[src/rtl/cia_bus_pkg.sv]
// Shared types and constants for the CIA register-bus arbiter.
package cia_bus_pkg;

  // Wide enough for the largest legal phi2 divider (255).
  localparam int PHASE_W = 8;

  typedef enum logic [1:0] {
    IDLE,
    ISSUE,
    CAPTURE,
    ACK
  } state_e;

  typedef enum logic {
    CPU,
    HOST
  } grant_e;

  // Interrupt control register: reading it clears the CIA's pending flags.
  localparam logic [3:0] CIA_RS_ICR = 4'hD;

  // Phase slot of each access step within one phi2 period.
  localparam logic [PHASE_W-1:0] PH_GRANT   = 8'd0;
  localparam logic [PHASE_W-1:0] PH_ISSUE   = 8'd1;
  localparam logic [PHASE_W-1:0] PH_CAPTURE = 8'd2;
  localparam logic [PHASE_W-1:0] PH_ACK     = 8'd3;

  // Round-robin pick: a lone requester wins, a tie goes to whoever
  // did not win last time.
  function automatic grant_e pick_winner(input logic   cpu_req,
                                         input logic   host_req,
                                         input grant_e last_grant);
    if (cpu_req && host_req) begin
      return (last_grant == CPU) ? HOST : CPU;
    end
    return host_req ? HOST : CPU;
  endfunction

endpackage

[src/rtl/phi2_phase_gen.sv]
// Phase counter (0..CLK_DIV-1) and a registered one-clk phi2 pulse that is
// high exactly while the counter reads 0.
module phi2_phase_gen
  import cia_bus_pkg::*;
#(
  parameter int CLK_DIV = 4
) (
  input  logic               clk,
  input  logic               reset,
  output logic [PHASE_W-1:0] phase_o,
  output logic               phi2_o
);

  localparam logic [PHASE_W-1:0] PHASE_LAST = PHASE_W'(CLK_DIV - 1);

  logic [PHASE_W-1:0] phase_q;
  logic [PHASE_W-1:0] phase_d;
  logic               phi2_q;

  // Next phase: wrap to 0 after the last clk of the period.
  always_comb begin
    phase_d = (phase_q == PHASE_LAST) ? '0 : phase_q + 1'b1;
  end

  // Advance the phase and pre-compute phi2 for the cycle that will be phase 0.
  // NOTE: state is updated with <= so every register samples the values from
  // before the edge; blocking = here would make results depend on statement order.
  always_ff @(posedge clk or posedge reset) begin
    if (reset) begin
      phase_q <= '0;
      phi2_q  <= 1'b0;
    end else begin
      phase_q <= phase_d;
      phi2_q  <= (phase_d == '0);
    end
  end

  assign phase_o = phase_q;
  assign phi2_o  = phi2_q;

endmodule

[src/rtl/cia_bus_arbiter.sv]
// Arbitrates the single 6526 CIA register bus between the CPU bridge and the
// host/debug bridge. Each access takes one phi2 period: grant at phase 0,
// a single-clk chip select at phase 1, read capture at phase 2, ack at phase 3.
module cia_bus_arbiter
  import cia_bus_pkg::*;
#(
  parameter int CLK_DIV = 4
) (
  input  logic       clk,
  input  logic       reset,
  output logic       phi2,
  input  logic       cpu_req,
  input  logic       cpu_we,
  input  logic [3:0] cpu_rs,
  input  logic [7:0] cpu_wdata,
  output logic [7:0] cpu_rdata,
  output logic       cpu_ack,
  input  logic       host_req,
  input  logic       host_we,
  input  logic [3:0] host_rs,
  input  logic [7:0] host_wdata,
  output logic [7:0] host_rdata,
  output logic       host_ack,
  input  logic       host_icr_en,
  output logic       cia_cs_n,
  output logic       cia_rw,
  output logic [3:0] cia_rs,
  output logic [7:0] cia_db_in,
  input  logic [7:0] cia_db_out,
  output logic       busy
);

  logic [PHASE_W-1:0] phase;

  phi2_phase_gen #(
    .CLK_DIV(CLK_DIV)
  ) u_phase_gen (
    .clk    (clk),
    .reset  (reset),
    .phase_o(phase),
    .phi2_o (phi2)
  );

  state_e     state_q;
  grant_e     last_grant_q;
  grant_e     grant_q;
  logic       blocked_q;
  logic       cs_n_q;
  logic       rw_q;
  logic [3:0] rs_q;
  logic [7:0] db_in_q;
  logic [7:0] cpu_rdata_q;
  logic [7:0] host_rdata_q;
  logic       cpu_ack_q;
  logic       host_ack_q;
  logic       busy_q;

  grant_e     grant_d;
  logic       we_d;
  logic [3:0] rs_d;
  logic [7:0] wdata_d;
  logic       blocked_d;

  // Select the would-be winner and its bus fields for the next grant slot.
  // NOTE: every output of this block is assigned on every path, so no latch
  // is inferred.
  always_comb begin
    grant_d   = pick_winner(cpu_req, host_req, last_grant_q);
    we_d      = (grant_d == CPU) ? cpu_we     : host_we;
    rs_d      = (grant_d == CPU) ? cpu_rs     : host_rs;
    wdata_d   = (grant_d == CPU) ? cpu_wdata  : host_wdata;
    // A host ICR read without permission must not touch the CIA at all,
    // since the read itself would clear pending interrupt flags.
    blocked_d = (grant_d == HOST) && !host_we && (host_rs == CIA_RS_ICR) && !host_icr_en;
  end

  // Access sequencer: one step per phase, all bus and handshake outputs registered.
  always_ff @(posedge clk or posedge reset) begin
    if (reset) begin
      state_q      <= IDLE;
      last_grant_q <= HOST;
      grant_q      <= CPU;
      blocked_q    <= 1'b0;
      cs_n_q       <= 1'b1;
      rw_q         <= 1'b1;
      rs_q         <= '0;
      db_in_q      <= '0;
      cpu_rdata_q  <= '0;
      host_rdata_q <= '0;
      cpu_ack_q    <= 1'b0;
      host_ack_q   <= 1'b0;
      busy_q       <= 1'b0;
    end else begin
      case (state_q)
        IDLE: begin
          if ((phase == PH_GRANT) && (cpu_req || host_req)) begin
            state_q      <= ISSUE;
            grant_q      <= grant_d;
            last_grant_q <= grant_d;
            blocked_q    <= blocked_d;
            cs_n_q       <= blocked_d;
            rw_q         <= ~we_d;
            rs_q         <= rs_d;
            db_in_q      <= wdata_d;
            busy_q       <= 1'b1;
          end
        end
        ISSUE: begin
          if (phase == PH_ISSUE) begin
            cs_n_q  <= 1'b1;
            state_q <= CAPTURE;
          end
        end
        CAPTURE: begin
          if (phase == PH_CAPTURE) begin
            if (rw_q) begin
              if (grant_q == CPU) begin
                cpu_rdata_q <= cia_db_out;
              end else begin
                host_rdata_q <= blocked_q ? 8'h00 : cia_db_out;
              end
            end
            if (grant_q == CPU) begin
              cpu_ack_q <= 1'b1;
            end else begin
              host_ack_q <= 1'b1;
            end
            state_q <= ACK;
          end
        end
        ACK: begin
          if (phase == PH_ACK) begin
            cpu_ack_q  <= 1'b0;
            host_ack_q <= 1'b0;
            busy_q     <= 1'b0;
            state_q    <= IDLE;
          end
        end
        default: state_q <= IDLE;
      endcase
    end
  end

  assign cia_cs_n   = cs_n_q;
  assign cia_rw     = rw_q;
  assign cia_rs     = rs_q;
  assign cia_db_in  = db_in_q;
  assign cpu_rdata  = cpu_rdata_q;
  assign host_rdata = host_rdata_q;
  assign cpu_ack    = cpu_ack_q;
  assign host_ack   = host_ack_q;
  assign busy       = busy_q;

endmodule
[config.mk]
export PLATFORM = sky130hd
export DESIGN_NAME = cia_bus_arbiter
export DESIGN_NICKNAME = d
export VERILOG_FILES = /design/src/rtl/cia_bus_pkg.sv /design/src/rtl/phi2_phase_gen.sv /design/src/rtl/cia_bus_arbiter.sv
export SDC_FILE = /design/constraint.sdc
export NUM_CORES = 1
export LEC_CHECK = 0
export BUFFER_PORTS_ARGS = -buffer_cell sky130_fd_sc_hd__buf_2
export CAP_MARGIN = 20
export CORE_MARGIN = 3
export CORE_UTILIZATION = 35
export CTS_CLUSTER_SIZE = 16
export DETAILED_ROUTE_END_ITERATION = 8
export PLACE_DENSITY = 0.65
export SETUP_SLACK_MARGIN = 0.3
export SYNTH_ARGS = -nofsm -noshare
export SYNTH_HDL_FRONTEND = slang
export SYNTH_HIERARCHICAL = 1
export SYNTH_SLANG_ARGS = --single-unit
export TNS_END_PERCENT = 10
[constraint.sdc]
create_clock -name clk -period 3.65 [get_ports clk]
set_clock_uncertainty 0.1 [all_clocks]
set_input_delay 0.73 -clock clk [delete_from_list [all_inputs] [get_ports clk]]
set_output_delay 0.73 -clock clk [all_outputs]
set_load 0.01 [all_outputs]
; Word level (Yosys, flattened, before mapping)
; Index checks and enable logic that the tools add are counted.
; Widths: inputs -> output; s select.
[op_classes]
addsub = 1
bitwise = 2
mux = 27
n_reduce_logical = 22
eq_ne = 13
[ops]
columns = operator, n
row1 = $mux 8, 3
row2 = $reduce_and 4->1, 5
row3 = $eq 8x2->1 const B, 2
row4 = $logic_not 8->1, 2
row5 = $mux 1, 14
row6 = $ne 2x2->1 const B, 6
row7 = $add 8x1->8 const B, 1
row8 = $eq 8x1->1 const B, 1
row9 = $mux 2, 4
row10 = $pmux 1 s2, 4
row11 = $pmux 2 s4, 1
row12 = $reduce_and 3->1, 2
row13 = $reduce_bool 2->1, 3
row14 = $logic_and 1x1->1, 5
row15 = $eq 2x2->1 const B, 2
row16 = $eq 4x4->1 const B, 1
row17 = $mux 4, 1
row18 = $eq 2x1->1 const B, 1
row19 = $logic_not 1->1, 2
row20 = $logic_not 2->1, 1
row21 = $not 1->1, 2
row22 = $reduce_and 2->1, 1
row23 = $logic_or 1x1->1, 1
[totals]
output_inout_bits = 34
reg_bits = 47
inputBits = 39
wordCells = 80

; Longest topological paths before layout
; Gate-level depths: netlist of run 1.
[logic_depth]
word_depth = 8
ltp_mapped = 7
mapped_depth_nobuf = 7

; Modules after synthesis
; Netlist of run 1, hierarchy kept.
[by_module_without_submodules]
columns = module, seq_area_each_um2, area_per_inst_um2, instances, cells_each
row1 = cia_bus_arbiter, 954.7, 1836.8, 1, 171
row2 = phi2_phase_gen, 225.2, 451.7, 1, 41

; Worst setup path before layout of run 1
; No wires, ideal clock.
[synth_path]
path_type = register to register
startpoint = reg u_phase_gen.phase_q[2] (netlist: u_phase_gen/phase_o[2])
endpoint = reg state_q[1]
period_less_slack_ns = 1.850
stages_incl_launch_ff = 6
setup_time_ns = 0.125
n_path_buf = 0
slack_ns = 1.800
t_required_ns = 3.425
arrival_ns = 1.625
path_cell_list = dfrtp_1 > nor4_2 > and3_2 > nand3b_1 > a21oi_1 > mux2_2
[synth_via]
elab_chain_len = 4
word_cells_on_any_way = 10
classes_between = 7 x eq/ne / 3 x reduce/logical
[synth_rtl]
columns = item, line
row1 = from (decl), phi2_phase_gen.sv:16  ; logic [PHASE_W-1:0] phase_q;
row2 = from (signal assigned), phi2_phase_gen.sv:33  ; phase_q <= phase_d;
row3 = $logic_not 8->1, cia_bus_arbiter.sv:96  ; if ((phase == PH_GRANT) && (cpu_req || host_req)) begin
row4 = $logic_and 1x1->1, cia_bus_arbiter.sv:96
row5 = $ne 2x2->1 (no line), -
row6 = $reduce_and 4->1 (no line) (*), -
row7 = to (signal assigned), cia_bus_arbiter.sv:97  ; state_q <= ISSUE;
row8 = to (signal assigned), cia_bus_arbiter.sv:111  ; state_q <= CAPTURE;
row9 = to (signal assigned), cia_bus_arbiter.sv:128  ; state_q <= ACK;
row10 = to (decl), cia_bus_arbiter.sv:44  ; state_e state_q;
; Mark *: on every way between the ends. The rest lies on a longest branch, timed or not.
; A chain may end at the register's enable or synchronous reset.

; Final worst setup path of run 1
[layout_path]
startpoint = reg state_q[0]
endpoint = reg host_rdata_q[6] (netlist: host_rdata[6])
[layout_via]
elab_chain_len = 2
[layout_rtl]
columns = item, line
row1 = from (signal assigned), cia_bus_arbiter.sv:80  ; state_q <= IDLE;
row2 = from (signal assigned), cia_bus_arbiter.sv:97
row3 = from (signal assigned), cia_bus_arbiter.sv:111
row4 = $eq 2x2->1, cia_bus_arbiter.sv:94  ; case (state_q)
row5 = $reduce_and 4->1 (no line), -
row6 = to (signal assigned), cia_bus_arbiter.sv:120  ; host_rdata_q <= blocked_q ? 8'h00 : cia_db_out;
row7 = to (decl), cia_bus_arbiter.sv:53  ; logic [7:0] host_rdata_q;
; No other way between the ends.

==> flow_summary.toml, run 1 <==
[critical_path]
worst-endpoint-required_ns = 3.72
timing.critical_path.slowest_cell_delay_ns = 0.49
crit_start = "state_q[0]$_DFFE_PP0P_"
path_cells = "inv_1 -> ha_1 -> nor2b_1 -> nand4_1 -> nand2_1 -> o21ai_0"
critical_path_peak_fanout = 16
critical-path-slowest-cell = "sky130_fd_sc_hd__nand4_1"
critPathLaunchType = "flip-flop"
worstPathArrival_ns = 2.11
r2r_start = "state_q[0]$_DFFE_PP0P_"
worstSetupEndpointType = "flip-flop"
critical_path_class = "flip-flop to flip-flop"

[floorplanning]
fp-row-count = 28
fp.dieArea_sq_um = 7540
floorplan.io_pins = 73
initial_utilization_pct = 37.3
core-area_sq_um = 6130
die_w_um = 86.9
dieHeight_um = 86.9

[grt]
vias_in_the_first_global_route = 1709
number_of_antenna_violations_at_the_first_check_in_global_routing = 0
total_overflow_reported_by_the_global_router = 0
grt.total_usage_pct = 12.3
grt_first_pass_wirelength_mm = 7.52
grt_max_degree = 39

[hold_path]
class_of_the_worst_hold_path = "input port to async pin"

[cells_and_area]
antenna_cells_inserted = 0
seq_area_sq_um = 1180
drive_gt1_share_pct = 38.2
nets = 333
final_core_utilization_pct = 46.3
stdcell_count = 363
multi_input_area_sq_um = 1040
syn_to_final_growth_pct = 24.1
number_of_inserted_filler_cells_in_the_final_layout = 560

[place]
hpwl_mm = 3.53
numPlacedInstances = 355
pre_cts_ws_ns = 1.59
finalWeightedCongestion = 0.800
numPortBuffers = 72

[synth]
mappedNetlistNets = 258
synth_commonest_cells = "sky130_fd_sc_hd__dfrtp_1 (44), sky130_fd_sc_hd__nand2_1 (29), sky130_fd_sc_hd__o21ai_0 (26)"
sequential_fraction_of_the_synthesis_area_pct = 51.6
post_synth.cell_area_avg_sq_um = 10.8
synth.cell_area_sq_um = 2290
postSynthRegisterBits = 47
ys_types = 44
synth_largest_type_area_fraction_pct = 48.1
post_synth_main_area_contributors = "sky130_fd_sc_hd__dfrtp_1 (48%), sky130_fd_sc_hd__mux2i_1 (5.7%), sky130_fd_sc_hd__o21ai_0 (5.7%)"
synth_most_common_cell = "sky130_fd_sc_hd__dfrtp_1"
synthArstFlopShare_pct = 100
synth_edf_count = 0
synth_warnings = 6
synth_largest_area_cell = "sky130_fd_sc_hd__dfrtp_1"
yosys_most_used_dff = "sky130_fd_sc_hd__dfrtp_1"
netlist_instances = 212

[sta]
fin_crit_sh_pct = 55.9
hold_violations = 0
final-max-slew-violation-count = 0
maxClockFrequency_mhz = 490
report.final.setup_viol = 0
min_period_ns = 2.04
fin_setup_tns_ns = 0
tightest_slew_ns = 0.548
timing.final.ws_setup_ns = 1.61
rsz0062_at_grt = "no"
worst_slew_margin_rel_pct = 63.3

[cts]
tritoncts = "built"
cts_sinks = 47
cts.path.max_buffers = 2
path_clk_slew_ns = 0.09
htreeDepth = 2
cts_hold_repair.buffers = 0
post-cts-setup-buffers = 0
clock_latency_ns = 0.30
cts_repair_resized_insts = 0
cts-buffers-inserted = 5
clock_tree.root_cell = "sky130_fd_sc_hd__clkbuf_8"

[pwr]
powerDensity_nw_per_um2 = 647
peakVddDrop_mv = 0.315
total_power_mw = 1.84
static-leakage-power_nw = 1.45

[routing]
detailedRoute.firstPassIterationCount = 4
post_drt_via_cell_ratio = 4.88
post_drt_wl_per_cell_um = 12.8
routed-via-count = 1771
detail-route-antenna-nets = 0
wirelength_mm = 4.66
drcViolationCount = 0
drt_iter0_markers = 60

[run_status]
outcome = "complete, no violations"

[job]
max_cap_viol_count = 0
==> sequential cells by signal, indices dropped and copies added (netlist names) <==
| register | count |
|---|---|
| state_q | 2 |
| host_rdata | 8 |
| cia_rs | 4 |
| cia_db_in | 8 |
| last_grant_q | 1 |
| host_ack | 1 |
| cia_rw | 1 |
| grant_q | 1 |
| cpu_ack | 1 |
| u_phase_gen/phi2_o | 1 |
| cia_cs_n | 1 |
| cpu_rdata | 8 |
| u_phase_gen/phase_o | 8 |
| busy | 1 |
| blocked_q | 1 |
==> worst paths after layout <==
path	endpoint	slack, ns	depth (start not counted)
setup / recovery	host_rdata[6]$_DFFE_PP0P_	1.61	6
hold / removal	u_phase_gen/phase_o[0]$_DFF_PP0_	0.29	2
setup reg to reg	host_rdata[6]$_DFFE_PP0P_	1.61	6
hold reg to reg	cia_rs[0]$_DFFE_PP0P_	0.38	2
max in group asynchronous	cia_cs_n$_DFFE_PP1P_	2.64	3
min in group clk	cia_rs[0]$_DFFE_PP0P_	0.38	2
==> logic make-up after synthesis <==
group	after synthesis	share of synthesized area, %
buf+inv	14	2.79
xor+xnor	4	1.53
compound gates	44	12.0
mux	23	10.6
fa+ha+maj	7	3.83
flops	47	51.6
simple gates	73	17.7
==> cell usage in the layout, fill, tap and decap left out, types with 4 or more instances in the layout <==
cell type / n
sky130_fd_sc_hd__a21oi_1: 4
sky130_fd_sc_hd__buf_2: 72
sky130_fd_sc_hd__clkbuf_8: 5
sky130_fd_sc_hd__dfrtp_1: 44
sky130_fd_sc_hd__ha_1: 7
sky130_fd_sc_hd__inv_1: 8
sky130_fd_sc_hd__mux2_2: 10
sky130_fd_sc_hd__mux2i_1: 13
sky130_fd_sc_hd__nand2_1: 29
sky130_fd_sc_hd__nand2b_1: 10
sky130_fd_sc_hd__nor2_1: 10
sky130_fd_sc_hd__o21ai_0: 26
==> cell type report <==
type / count / area share (%)
clock buffers: 5 / 2.42
clock inverters: 3 / 1.63
inverters: 8 / 1.06
multi-input cells: 151 / 36.8
flip-flops and latches: 47 / 41.6
well taps: 75 / 3.31
repair buffers: 74 / 13.2
==> per-layer routing <==
metal  part of all wire, %  GRT usage (%)  vias to the layer above
met2                    48           21.7                       69
met1                    43           14.7                      813
li1                      -              -                      887
met4                  0.39           2.41                        0
met5                     0              0                        -
met3                   9.4           4.16                        2
==> per-stage QoR <==
stage	cell area [sq um]	hold slack [ns]
after floorplan	2290	0.395
after global placement	2720	0.359
after detailed placement	2720	0.367
after CTS	2840	0.296
after global routing	2840	0.311
final	2840	0.294
==> worst max-delay path, delay by kind of cell, from the launching register on <==
| kind | cells | cell delay, ns |
|---|---|---|
| AOI/OAI and AO/OA | 1 | 0.10 |
| and+or+nand+nor | 3 | 0.96 |
| adders and majority gates | 1 | 0.22 |
| DFF | 1 | 0.41 |
| buffers and inverters | 1 | 0.13 |
==> power breakdown <==
| group | total [mW] | internal [mW] | leakage (nW) | switching, mW |
|---|---|---|---|---|
| Clock | 0.384 | 0.206 | 0.0548 | 0.178 |
| Combinational | 0.625 | 0.298 | 0.825 | 0.327 |
| Sequential | 0.827 | 0.718 | 0.569 | 0.109 |
No activity file was read; power rests on OpenSTA's default activity.
==> run 2: changes to the inputs <==
==> constraint.sdc (replaced) <==
create_clock -name clk -period 2.1 [get_ports clk]
set_clock_uncertainty 0.1 [all_clocks]
set_input_delay 0.42 -clock clk [delete_from_list [all_inputs] [get_ports clk]]
set_output_delay 0.42 -clock clk [all_outputs]
set_load 0.01 [all_outputs]
==> flow_summary.toml, run 2 (synthesis results as in run 1) <==
[run_status]
outcome = "complete, no violations"

[grt]
total_overflow_reported_by_the_global_router = 0
number_of_antenna_violations_at_the_first_check_in_global_routing = 0
grt.total_usage_pct = 14.0
grt_first_pass_wirelength_mm = 8.47
vias_in_the_first_global_route = 1837
grt_max_degree = 39

[cells_and_area]
nets = 345
final_design_area_no_fill_sq_um = 3000
final_common_cell = "sky130_fd_sc_hd__buf_2"
final_core_utilization_pct = 48.9
seq_area_sq_um = 1180
number_of_inserted_filler_cells_in_the_final_layout = 596
syn_to_final_growth_pct = 31.1
stdcell_count = 375
antenna_cells_inserted = 0
multi_input_area_sq_um = 1110
layout.cells.most_common_list = "sky130_fd_sc_hd__buf_2 (72), sky130_fd_sc_hd__dfrtp_1 (42), sky130_fd_sc_hd__nand2_1 (29)"
drive_gt1_share_pct = 42.7

[pwr]
power.sequential.fraction_pct = 45.5
power_frac_comb_pct = 37.4
clkPwrFrac_pct = 17.1
cellInternalPower_mw = 2.09
power_switching_share_pct = 34.7
peakVddDrop_mv = 0.569
powerDensity_nw_per_um2 = 1070
total_power_mw = 3.20
static-leakage-power_nw = 1.51
switching_power_mw = 1.11

[hold_path]
class_of_the_worst_hold_path = "input port to flip-flop"
hold_path_startpoint = "cia_db_out[6]"
min_delay_path_depth = 2

[cts]
tritoncts = "built"
cts_sinks = 47
cts.path.max_buffers = 2
cts-buffers-inserted = 5
clock_tree.root_cell = "sky130_fd_sc_hd__clkbuf_8"
path_clk_slew_ns = 0.09
clock_latency_ns = 0.29
htreeDepth = 2

[sta]
report.final.setup_viol = 0
fin_crit_sh_pct = 88.2
fin_setup_tns_ns = 0
maxClockFrequency_mhz = 540
worst_slew_margin_rel_pct = 68.0
final-max-slew-violation-count = 0
rsz0062_at_grt = "yes"
hold_violations = 0
fin_worst_hold_slack_ns = 0.263
tightest_slew_ns = 0.480
timing.final.ws_setup_ns = 0.247
min_period_ns = 1.85

[routing]
drcViolationCount = 0
routedLengthMet1_mm = 2.19
detailedRoute.firstPassIterationCount = 4
post_drt_via_cell_ratio = 4.82
detail-route-antenna-nets = 0
met2WireLength_mm = 2.36
post_drt_wl_per_cell_um = 13.3
wirelength_mm = 4.99
route.top_layer_used = "met4"
met3_wirelength_um = 369
routed-via-count = 1809
drt_iter0_markers = 53

[place]
finalWeightedCongestion = 0.788
numPlacedInstances = 360
post_dp_cell_area_sq_um = 2790
pre_cts_ws_ns = 0.107
numPortBuffers = 72
hpwl_mm = 3.68

[critical_path]
r2r_start = "u_phase_gen/phase_o[2]$_DFF_PP0_"
worst_r2r_path_depth = 5
critPathLaunchType = "flip-flop"
worst-endpoint-required_ns = 2.19
crit_start = "u_phase_gen/phase_o[2]$_DFF_PP0_"
worstPathArrival_ns = 1.94
critical_path_peak_fanout = 5
critical_path_class = "flip-flop to flip-flop"
worstSetupEndpointType = "flip-flop"

[floorplanning]
floorplan.io_pins = 73
die_w_um = 86.9
initial_utilization_pct = 37.3
fp-row-count = 28
core-area_sq_um = 6130
fp.dieArea_sq_um = 7540
dieHeight_um = 86.9

[job]
max_cap_viol_count = 0
-- run 2: layout make-up --
cell class | count | share of cell area (%)
flip-flops and latches | 47 | 39.4
inverters | 8 | 1.00
repair buffers | 86 | 16.4
well taps | 75 | 3.13
clock buffers | 5 | 2.29
clock inverters | 3 | 0.668
multi-input cells | 151 | 37.0
-- run 2: worst paths after layout --
| path | to | slack [ns] |
|---|---|---|
| min in group asynchronous | u_phase_gen/phi2_o$_DFF_PP0_ | 0.54 |
| worst max register to register | state_q[1]$_DFFE_PP0P_ | 0.25 |
| worst min-delay path | cpu_rdata[6]$_DFFE_PP0P_ | 0.26 |
| max in group asynchronous | cia_rw$_DFFE_PP1P_ | 0.87 |
| worst min register to register | host_rdata[0]$_DFFE_PP0P_ | 0.38 |
| worst max-delay path | state_q[1]$_DFFE_PP0P_ | 0.25 |
-- run 2: per-layer routing --
metal	global-route usage [%]	vias up
li1	-	908
met1	17.3	835
met2	24.2	58
met3	3.50	8
met4	3.54	0
met5	0	-
-- run 2: power by group through the flow --
| stage | combinational [mW] | sequential, mW | clock [mW] |
|---|---|---|---|
| final | 1.20 | 1.45 | 0.546 |
| after global routing | 1.34 | 1.50 | 0.601 |
| after CTS | 1.19 | 1.45 | 0.560 |
| after detailed placement | 1.14 | 1.47 | 0 |
| after global placement | 1.11 | 1.46 | 0 |
| after floorplan | 0.534 | 1.59 | 0 |
-- run 2: worst max-delay path, stage by stage (launching register included) --
cell,delay [ns]
sky130_fd_sc_hd__dfrtp_1,0.42
sky130_fd_sc_hd__nor4_4,0.33
sky130_fd_sc_hd__and3_4,0.25
sky130_fd_sc_hd__nand3b_1,0.13
sky130_fd_sc_hd__a21oi_2,0.21
sky130_fd_sc_hd__mux2_4,0.31
-- run 2: what timing repair did --
item | 4_1_cts | 5_1_grt
gates resized for setup | 11 | 4
setup endpoints to repair | 20 | 33
buffers inserted | 6 | 0
gates cloned | 0 | 0
hold buffers | 1 | 0
hold endpoints to repair | 9 | 0
pin swaps | 7 | 3
